<file path="src/rtl/aud_pkg.sv">
// Shared types and constants for the audio player path.
// Holds the player FSM state encoding and the default sample width.
package aud_pkg;

    localparam int AUD_DATA_W = 16;

    typedef enum logic [2:0] {
        ST_IDLE,
        ST_SHIFT_L,
        ST_WAIT_R,
        ST_SHIFT_R,
        ST_WAIT_L
    } aud_player_state_t;

endpackage

</file>
<file path="src/rtl/aud_serializer.sv">
// Parallel-load, MSB-first shift register with a bit counter.
// o_done flags that the bit currently on o_sdo is the last one of the word.
module aud_serializer
    import aud_pkg::*;
#(
    parameter int DATA_W = AUD_DATA_W
) (
    input  logic              i_clk,
    input  logic              i_rst,
    input  logic              i_load,
    input  logic [DATA_W-1:0] i_data,
    input  logic              i_shift_en,
    output logic              o_sdo,
    output logic              o_done
);

    localparam int CNT_W = $clog2(DATA_W);
    localparam logic [CNT_W-1:0] LAST = CNT_W'(DATA_W - 1);

    logic [DATA_W-1:0] r_shift;
    logic [CNT_W-1:0]  r_cnt;

    // Load a word (counter set to bits remaining) or shift one bit out per cycle.
    always_ff @(posedge i_clk or posedge i_rst) begin
        if (i_rst) begin
            r_shift <= '0;
            r_cnt   <= '0;
        end else if (i_load) begin
            r_shift <= i_data;
            r_cnt   <= LAST;
        end else if (i_shift_en) begin
            r_shift <= {r_shift[DATA_W-2:0], 1'b0};
            if (r_cnt != '0) begin
                r_cnt <= r_cnt - CNT_W'(1);
            end
        end
    end

    assign o_sdo  = r_shift[DATA_W-1];
    assign o_done = (r_cnt == '0);

endmodule

</file>
<file path="src/rtl/aud_i2s_player.sv">
// I2S transmitter: frames the DSP sample onto DACDAT, aligned to DACLRCK.
// Runs entirely in the BCLK domain; LRCK edges start each channel word.
module aud_i2s_player
    import aud_pkg::*;
#(
    parameter int DATA_W = AUD_DATA_W,
    parameter int STEREO = 1
) (
    input  logic              i_clk,
    input  logic              i_rst,
    input  logic              i_en,
    input  logic              i_daclrck,
    input  logic [DATA_W-1:0] i_dac_data,
    output logic              o_aud_dacdat,
    output logic              o_busy,
    output logic              o_sample_ack
);

    localparam logic STEREO_ON = (STEREO != 0);

    aud_player_state_t r_state;
    aud_player_state_t w_state_next;

    logic              r_lrck;
    logic [DATA_W-1:0] r_sample;
    logic              r_ack;
    logic              w_fall;
    logic              w_rise;
    logic              w_load_l;
    logic              w_load_r;
    logic              w_load;
    logic [DATA_W-1:0] w_load_data;
    logic              w_shifting;
    logic              w_sdo;
    logic              w_done;

    // Delay LRCK by one BCLK so its transitions can be seen as events.
    always_ff @(posedge i_clk or posedge i_rst) begin
        if (i_rst) begin
            r_lrck <= 1'b0;
        end else begin
            r_lrck <= i_daclrck;
        end
    end

    assign w_fall = r_lrck & ~i_daclrck;
    assign w_rise = ~r_lrck & i_daclrck;

    // FSM state register.
    always_ff @(posedge i_clk or posedge i_rst) begin
        if (i_rst) begin
            r_state <= ST_IDLE;
        end else begin
            r_state <= w_state_next;
        end
    end

    // Next state: an LRCK edge always wins over word completion, so a short
    // half-frame abandons the word in flight.
    always_comb begin
        w_state_next = r_state;
        case (r_state)
            ST_IDLE, ST_WAIT_L: begin
                if (w_fall && i_en) begin
                    w_state_next = ST_SHIFT_L;
                end
            end
            ST_WAIT_R: begin
                if (w_rise) begin
                    w_state_next = STEREO_ON ? ST_SHIFT_R : ST_WAIT_L;
                end
            end
            ST_SHIFT_L, ST_SHIFT_R: begin
                if (w_fall) begin
                    w_state_next = i_en ? ST_SHIFT_L : ST_WAIT_L;
                end else if (w_rise) begin
                    w_state_next = STEREO_ON ? ST_SHIFT_R : ST_WAIT_L;
                end else if (w_done) begin
                    w_state_next = (r_state == ST_SHIFT_L) ? ST_WAIT_R
                                                           : ST_WAIT_L;
                end
            end
            default: w_state_next = ST_IDLE;
        endcase
    end

    // FSM outputs: left loads take the live sample, right loads replay it.
    always_comb begin
        w_shifting  = (r_state == ST_SHIFT_L) || (r_state == ST_SHIFT_R);
        w_load_l    = w_fall && i_en && (r_state != ST_WAIT_R);
        w_load_r    = w_rise && STEREO_ON &&
                      (r_state inside {ST_WAIT_R, ST_SHIFT_L, ST_SHIFT_R});
        w_load      = w_load_l || w_load_r;
        w_load_data = w_load_l ? i_dac_data : r_sample;
    end

    // Hold the left sample for the right channel and flag each latch.
    always_ff @(posedge i_clk or posedge i_rst) begin
        if (i_rst) begin
            r_sample <= '0;
            r_ack    <= 1'b0;
        end else begin
            r_ack <= w_load_l;
            if (w_load_l) begin
                r_sample <= i_dac_data;
            end
        end
    end

    aud_serializer #(
        .DATA_W (DATA_W)
    ) u_ser (
        .i_clk      (i_clk),
        .i_rst      (i_rst),
        .i_load     (w_load),
        .i_data     (w_load_data),
        .i_shift_en (w_shifting),
        .o_sdo      (w_sdo),
        .o_done     (w_done)
    );

    assign o_busy       = w_shifting;
    assign o_aud_dacdat = w_shifting & w_sdo;
    assign o_sample_ack = r_ack;

endmodule

</file>
<file path="config.mk">
export PLATFORM = sky130hd
export DESIGN_NAME = aud_i2s_player
export DESIGN_NICKNAME = d
export VERILOG_FILES = /design/src/rtl/aud_pkg.sv /design/src/rtl/aud_serializer.sv /design/src/rtl/aud_i2s_player.sv
export SDC_FILE = /design/constraint.sdc
export NUM_CORES = 1
export LEC_CHECK = 0
export CORE_MARGIN = 4
export CORE_UTILIZATION = 30
export CTS_CLUSTER_SIZE = 10
export DETAILED_ROUTE_END_ITERATION = 16
export HOLD_SLACK_MARGIN = 0.02
export PLACE_DENSITY_LB_ADDON = 0.3
export SYNTH_ARGS = -nofsm -noshare
export SYNTH_HDL_FRONTEND = slang
export SYNTH_SLANG_ARGS = --single-unit
</file>
<file path="constraint.sdc">
create_clock -name i_clk -period 1.91 [get_ports i_clk]
set_input_delay 0.4775 -clock i_clk [delete_from_list [all_inputs] [get_ports i_clk]]
set_output_delay 0.4775 -clock i_clk [all_outputs]
set_load 0.02 [all_outputs]
</file>
==> flow_metrics.env, run 1 <==
export IMPL_outcome="completed"
export IMPL_yosysMostFrequentCell="nand2_1"
export IMPL_synth_area_mux_share_pct=19.9
export IMPL_end_kind="flop"
export IMPL_path_max_fanout=4
export IMPL_ir_drop_mv=0.427
export IMPL_routed_via_density=4.52
export IMPL_wl_per_cell_um=12.7
export IMPL_numCtsBuffers=5
export IMPL_die_w_um=89.2
export IMPL_internal_power_w=0.00234
export IMPL_p_clk_share_pct=18.1
export IMPL_syn_nets=201
export IMPL_cp_arrival_ns=2.03
export IMPL_synthTopCellsByCount="nand2_1 (49), dfrtp_1 (41), mux2_4 (12), mux2_2 (10), mux2_1 (9)"
export IMPL_min_period_over_period_pct=97.1
export IMPL_regArea_um2=1030
export IMPL_startpoint_type="input port"
export IMPL_layout_drive_gt1_share_pct=25.3
export IMPL_pin_count=23
export IMPL_rows=29
export IMPL_relSlewSlack_pct=79.3
export IMPL_n_antenna_cell=0
export IMPL_cts_resized=4
export IMPL_cp_slowest_stage_delay_ns=0.49
export IMPL_syn_area_um2=1980
export IMPL_multi_input_area_um2=888
export IMPL_avgSynthCellArea_um2=11.1
export IMPL_areaGrowthSynthToFinish_pct=27.7
export IMPL_routabilityCongestion=0.721
export IMPL_grt_overflow=0
export IMPL_crit_required_ns=2.09
export IMPL_clock_skew_final_ns=0.00561
export IMPL_yosysUniqueCellTypes=33
export IMPL_fin_nets=239
export IMPL_max_cap_viol_count=0
export IMPL_leakage_nw=1.18
export IMPL_power_frac_comb_pct=41.7
export IMPL_switching_share_pct=32.6
export IMPL_min_period_ns=1.85
export IMPL_synth_xor_area_share_pct=0.442
export IMPL_cts_root_buf="clkbuf_8"
export IMPL_grt_setup_unrepaired="false"
export IMPL_die_area_um2=7960
export IMPL_clkLatencyLatePin_ns=0.29
export IMPL_wl_met3_um=160
export IMPL_dp_hpwl_um=2550
export IMPL_syn_inst=178
export IMPL_synth_top_family_by_area="multiplexers"
export IMPL_slowest_stage="clkdlybuf4s50_1"
export IMPL_grt_total_usage_pct=10.5
export IMPL_slew_violations=0
export IMPL_clock_sinks=41
export IMPL_async_flop_share_pct=100
export IMPL_wl_met2_um=1680
export IMPL_routed_wl_um=3750
export IMPL_path_class="in -> reg"
export IMPL_cts_max_path_buffers=2
export IMPL_grt_max_degree=42
export IMPL_synth_top_area_share_pct=51.8
export IMPL_ys_ff_latch=41
export IMPL_core_area_um2=6390
export IMPL_grt_pass1_vias=1370
export IMPL_power_switching_w=0.00113
export IMPL_post_route_util_pct=39.6
export IMPL_firstDrtPassIters=3
export IMPL_ff2ff_setup_slack_ns=0.15
export IMPL_antenna_found_initial=0
export IMPL_timing_fmax_mhz=539
export IMPL_synth_warnings=0
export IMPL_worstPathCellList="clkdlybuf4s50_1, nand2_2, o21ba_4, buf_4, mux2_1, mux2_2"
export IMPL_drt_initial_drc_count=28
export IMPL_synth_simple_area_share_pct=14.2
export IMPL_via_count=1328
export IMPL_synth_area_leaders="dfrtp_1 (52%), nand2_1 (9.3%), mux2_4 (9.1%)"
export IMPL_synth_edf_count=0
export IMPL_grt_pass1_wl_um=6230
export IMPL_p_per_area_nw_per_um2=1380
export IMPL_ant_nets=0
export IMPL_routed_top_layer="met4"
export IMPL_drc_errors=0
export IMPL_setup_viol=0
export IMPL_nFillCells=647
export IMPL_cts_hold_buf=0
export IMPL_path_buf_inv=2
export IMPL_synth_compound_area_share_pct=7.33
export IMPL_hold_class="in -> reg"
export IMPL_m1WireLength_um=1850
export IMPL_postCtsSetupRepairBufs=0
export IMPL_clk_pin_slew_ns=0.08
export IMPL_p_seq_share_pct=40.1
export IMPL_synth_area_leader_cell="dfrtp_1"
export IMPL_synthAdderAreaFrac_pct=1.90
export IMPL_initial_core_util_pct=31.0
export IMPL_finalHoldViolations=0
export IMPL_crit_family="buffers and inverters"
export IMPL_synth_flop_cell="dfrtp_1"
export IMPL_port_buffers=22
export IMPL_htree_levels=2
export IMPL_yosysSeqAreaShare_pct=51.8
export IMPL_die_y_um=89.2
export IMPL_worstMarginPinSlew_ns=0.311
export IMPL_cts_tree="built"
export IMPL_finalPower_w=0.00348
==> stage by stage <==
stage	hold slack [ns]	cell area [µm²]	instances	setup slack (ns)	setup TNS (ns)
2_1_floorplan	0.449	2010	178	0.0335	0
3_3_place_gp	0.461	2430	286	-0.422	-10.11
3_5_place_dp	0.469	2430	286	-0.451	-10.64
4_1_cts	0.472	2530	294	0.0415	0
5_1_grt	0.470	2530	294	0.00407	0
6_report	0.481	2530	294	0.0556	0
==> layer usage <==
| metal | vias up | track usage (%) |
|---|---|---|
| met5 | - | 0 |
| li1 | 671 | - |
| met2 | 17 | 16.5 |
| met4 | 0 | 4.06 |
| met1 | 634 | 13.5 |
| met3 | 6 | 3.41 |
==> power by group through the flow <==
stage	Sequential [W]	Clock [W]	Combinational [W]
5_1_grt	0.00144	0.000685	0.00164
3_5_place_dp	0.00141	0	0.00149
6_report	0.00140	0.000631	0.00145
2_1_floorplan	0.00136	0	0.00114
3_3_place_gp	0.00141	0	0.00146
4_1_cts	0.00140	0.000658	0.00148
==> kinds of logic (layout without fill, tap and decap cells) <==
group,after synthesis,after routing
AOI/OAI and AO/OA,20,20
xor gates and xnor gates,1,1
adders and majority gates,3,3
buffers and inverters,16,55
DFF,41,41
muxes,31,31
and+or+nand+nor,66,66
==> final cells by class <==
type                    instances  share of cell area, %
clock buffers                   7                   3.81
inverters                       7                   1.04
flip-flops and latches         41                   40.6
multi-input cells             121                   35.1
well taps                      77                   3.81
clock inverters                 1                  0.198
repair buffers                 40                   15.4
==> flip-flops by register name, indices dropped and copies added (netlist names) <==
signal / count
o_sample_ack: 1
u_ser.r_cnt: 4
r_sample: 16
r_lrck: 1
u_ser.r_shift: 16
r_state: 3
==> cell usage in the layout (no fill, tap or decap), drive strengths merged, types with 2 or more instances in the layout <==
cell,n
clkdlybuf4s50,19
ha,3
a21oi,2
a311o,3
dfrtp,41
o311ai,2
nand2,49
buf,18
dlygate4sd2,3
mux2,31
inv,7
a21boi,2
nand2b,5
clkbuf,7
o21ai,6
nor2,7
==> worst paths after layout <==
check	startpoint	endpoint	depth (start not counted)
worst max-delay path	i_en	u_ser.r_shift[2]	6
worst min-delay path	i_daclrck	r_lrck	1
worst max register to register	r_state[2]	u_ser.r_shift[2]	6
worst min register to register	r_sample[1]	r_sample[1]	1
max in group asynchronous	i_rst	u_ser.r_shift[2]	3
min in group asynchronous	i_rst	o_sample_ack	3
(Power assumes the default switching activity.)
==> run 2: changes to the inputs <==
--- a/config.mk
+++ b/config.mk
@@ -5,6 +5,7 @@
 export SDC_FILE = /design/constraint.sdc
 export NUM_CORES = 1
 export LEC_CHECK = 0
+export ABC_AREA = 1
 export CORE_MARGIN = 4
 export CORE_UTILIZATION = 30
 export CTS_CLUSTER_SIZE = 10
==> run 2 against run 1 <==
Against the previous run: combinational power increased by 17%; power increased by 10%; via count increased by 27%; cell count increased by 33%; sequential power about the same.
==> flow_metrics.env, run 2 <==
export IMPL_wl_per_cell_um=11.5
export IMPL_timing_fmax_mhz=560
export IMPL_relSlewSlack_pct=83.3
export IMPL_firstDrtPassIters=4
export IMPL_grt_pass1_wl_um=8100
export IMPL_startpoint_type="flop"
export IMPL_synth_flop_cell="dfrtp_1"
export IMPL_ys_ff_latch=41
export IMPL_synth_area_leaders="dfrtp_1 (46%), nand2_1 (11%), inv_1 (6.4%)"
export IMPL_grt_setup_unrepaired="false"
export IMPL_layout_common_cells="nand2_1 (65), dfrtp_1 (41), inv_1 (38)"
export IMPL_ir_drop_mv=0.435
export IMPL_end_kind="output port"
export IMPL_regArea_um2=1030
export IMPL_n_antenna_cell=0
export IMPL_grt_max_degree=42
export IMPL_hold_class="reg -> reg"
export IMPL_drc_errors=0
export IMPL_finalHoldViolations=0
export IMPL_syn_inst=256
export IMPL_core_area_um2=7210
export IMPL_routabilityCongestion=0.752
export IMPL_synth_warnings=0
export IMPL_min_period_ns=1.79
export IMPL_dp_hpwl_um=3260
export IMPL_routed_via_density=4.33
export IMPL_syn_nets=279
export IMPL_synthTopCellsByCount="nand2_1 (65), dfrtp_1 (41), inv_1 (38), nand3_1 (22), o21ai_0 (10)"
export IMPL_synth_edf_count=0
export IMPL_initial_core_util_pct=30.8
export IMPL_layout_drive_gt1_share_pct=18.8
export IMPL_path_class="reg -> out"
export IMPL_routed_wl_um=4510
export IMPL_yosysSeqAreaShare_pct=46.1
export IMPL_grt_overflow=0
export IMPL_max_cap_viol_count=0
export IMPL_finalInstanceArea_um2=2730
export IMPL_dpl_instance_area_um2=2620
export IMPL_cts_tree="built"
export IMPL_cp_arrival_ns=1.31
export IMPL_synth_top_area_share_pct=46.1
export IMPL_worstMarginPinSlew_ns=0.250
export IMPL_nFillCells=767
export IMPL_clock_skew_final_ns=0.0115
export IMPL_numCtsBuffers=5
export IMPL_syn_area_um2=2220
export IMPL_post_route_util_pct=37.9
export IMPL_htree_levels=2
export IMPL_ant_nets=0
export IMPL_postCtsSetupRepairBufs=0
export IMPL_rows=31
export IMPL_grt_total_usage_pct=11.7
export IMPL_outcome="completed"
export IMPL_cts_root_buf="clkbuf_8"
export IMPL_p_per_area_nw_per_um2=1400
export IMPL_die_w_um=94.1
export IMPL_fin_nets=314
export IMPL_slew_violations=0
export IMPL_crit_required_ns=1.43
export IMPL_min_period_over_period_pct=93.5
export IMPL_drt_initial_drc_count=53
export IMPL_clkLatencyLatePin_ns=0.30
export IMPL_pin_count=23
export IMPL_clk_pin_slew_ns=0.09
export IMPL_die_area_um2=8850
export IMPL_clock_sinks=41
export IMPL_yosysUniqueCellTypes=31
export IMPL_via_count=1692
export IMPL_areaGrowthSynthToFinish_pct=23.0
export IMPL_setup_viol=0
export IMPL_avgSynthCellArea_um2=8.69
export IMPL_multi_input_area_um2=932
export IMPL_grt_pass1_vias=1677
export IMPL_die_y_um=94.1
export IMPL_yosysMostFrequentCell="nand2_1"
export IMPL_final_common_cell="nand2_1"
export IMPL_path_max_fanout=3
export IMPL_cts_max_path_buffers=2
export IMPL_synth_area_leader_cell="dfrtp_1"
export IMPL_antenna_found_initial=0
export IMPL_async_flop_share_pct=100
export IMPL_leakage_nw=1.34
export IMPL_reg_top3="r_sample: 16 flops, u_ser.r_shift: 16 flops, u_ser.r_cnt: 4 flops"
export IMPL_port_buffers=22
## run 2: cell types whose count changed in the layout (fill, tap and decap cells not counted), moves of 5 or more
cell      change
nand2_1      +17
mux2_4       -12
mux2_1        -8
mux2_2       -11
nor2_2        +7
o211ai_1      +6
nand4_1       +7
nand3_1      +21
o21ai_0       +5
inv_1        +33
nand3b_1      +8
a21oi_2       +8
## run 2: final timing paths
| check | startpoint | endpoint | slack [ns] | cells after the start |
|---|---|---|---|---|
| worst max-delay path | r_state[2] | o_aud_dacdat | 0.12 | 4 |
| worst min-delay path | r_sample[10] | r_sample[10] | 0.47 | 2 |
| worst max register to register | r_state[2] | u_ser.r_shift[1] | 0.33 | 8 |
| worst min register to register | r_sample[10] | r_sample[10] | 0.47 | 2 |
| max in group asynchronous | i_rst | u_ser.r_shift[7] | 1.17 | 3 |
| min in group asynchronous | i_rst | r_sample[11] | 0.54 | 3 |
## run 2: repair_timing
item                       in CTS  in global routing
hold buffers                    0                  0
setup endpoints to repair       2                  1
resized for setup               2                  1
## run 2: per-layer routing
layer  GRT usage [%]  up-vias  routed length, µm
met1            16.1      775               2260
met5               0        -                  0
met3            3.29        4                195
met4            3.25        0                 51
met2            17.8       23               2000
li1                -      890                  -
## run 2: cell type report
type / count / share of cell area [%]
clock buffers: 5 / 2.52
clock inverters: 3 / 1.69
inverters: 42 / 5.86
multi-input cells: 163 / 34.1
flip-flops and latches: 41 / 37.5
well taps: 99 / 4.53
repair buffers: 38 / 13.8
## run 2: logic make-up after synthesis
| family | synth area share (%) |
|---|---|
| flip-flops | 46.1 |
| AND/OR/NAND/NOR | 31.0 |
| buffers and inverters | 11.9 |
| AO/OA/AOI/OAI | 9.29 |
| adder cells (fa/ha/maj) | 1.69 |
## run 2: power breakdown
part	internal [W]	switching [W]	total, W
registers	0.00125	0.000178	0.00142
logic	0.000683	0.00102	0.00170
clock network	0.000391	0.000316	0.000707
total	0.00232	0.00152	0.00383
## run 2: critical path: stages, from the launching register on
cell and delay, ns:
dfrtp_1 0.40, inv_2 0.11, nand2_4 0.09, nor2_1 0.11, clkdlybuf4s15_1 0.31
## run 2: per-stage QoR
stage	cells	power (W)	TNS [ns]	worst slack, ns	hold slack, ns
detailed placement	383	0.00318	-2.54	-0.140	0.455
floorplan	256	0.00277	0	0.377	0.437
global placement	383	0.00315	-1.88	-0.111	0.455
global route	391	0.00421	0	0.0103	0.496
CTS	391	0.00390	0	0.0540	0.478
finish	391	0.00383	0	0.124	0.473
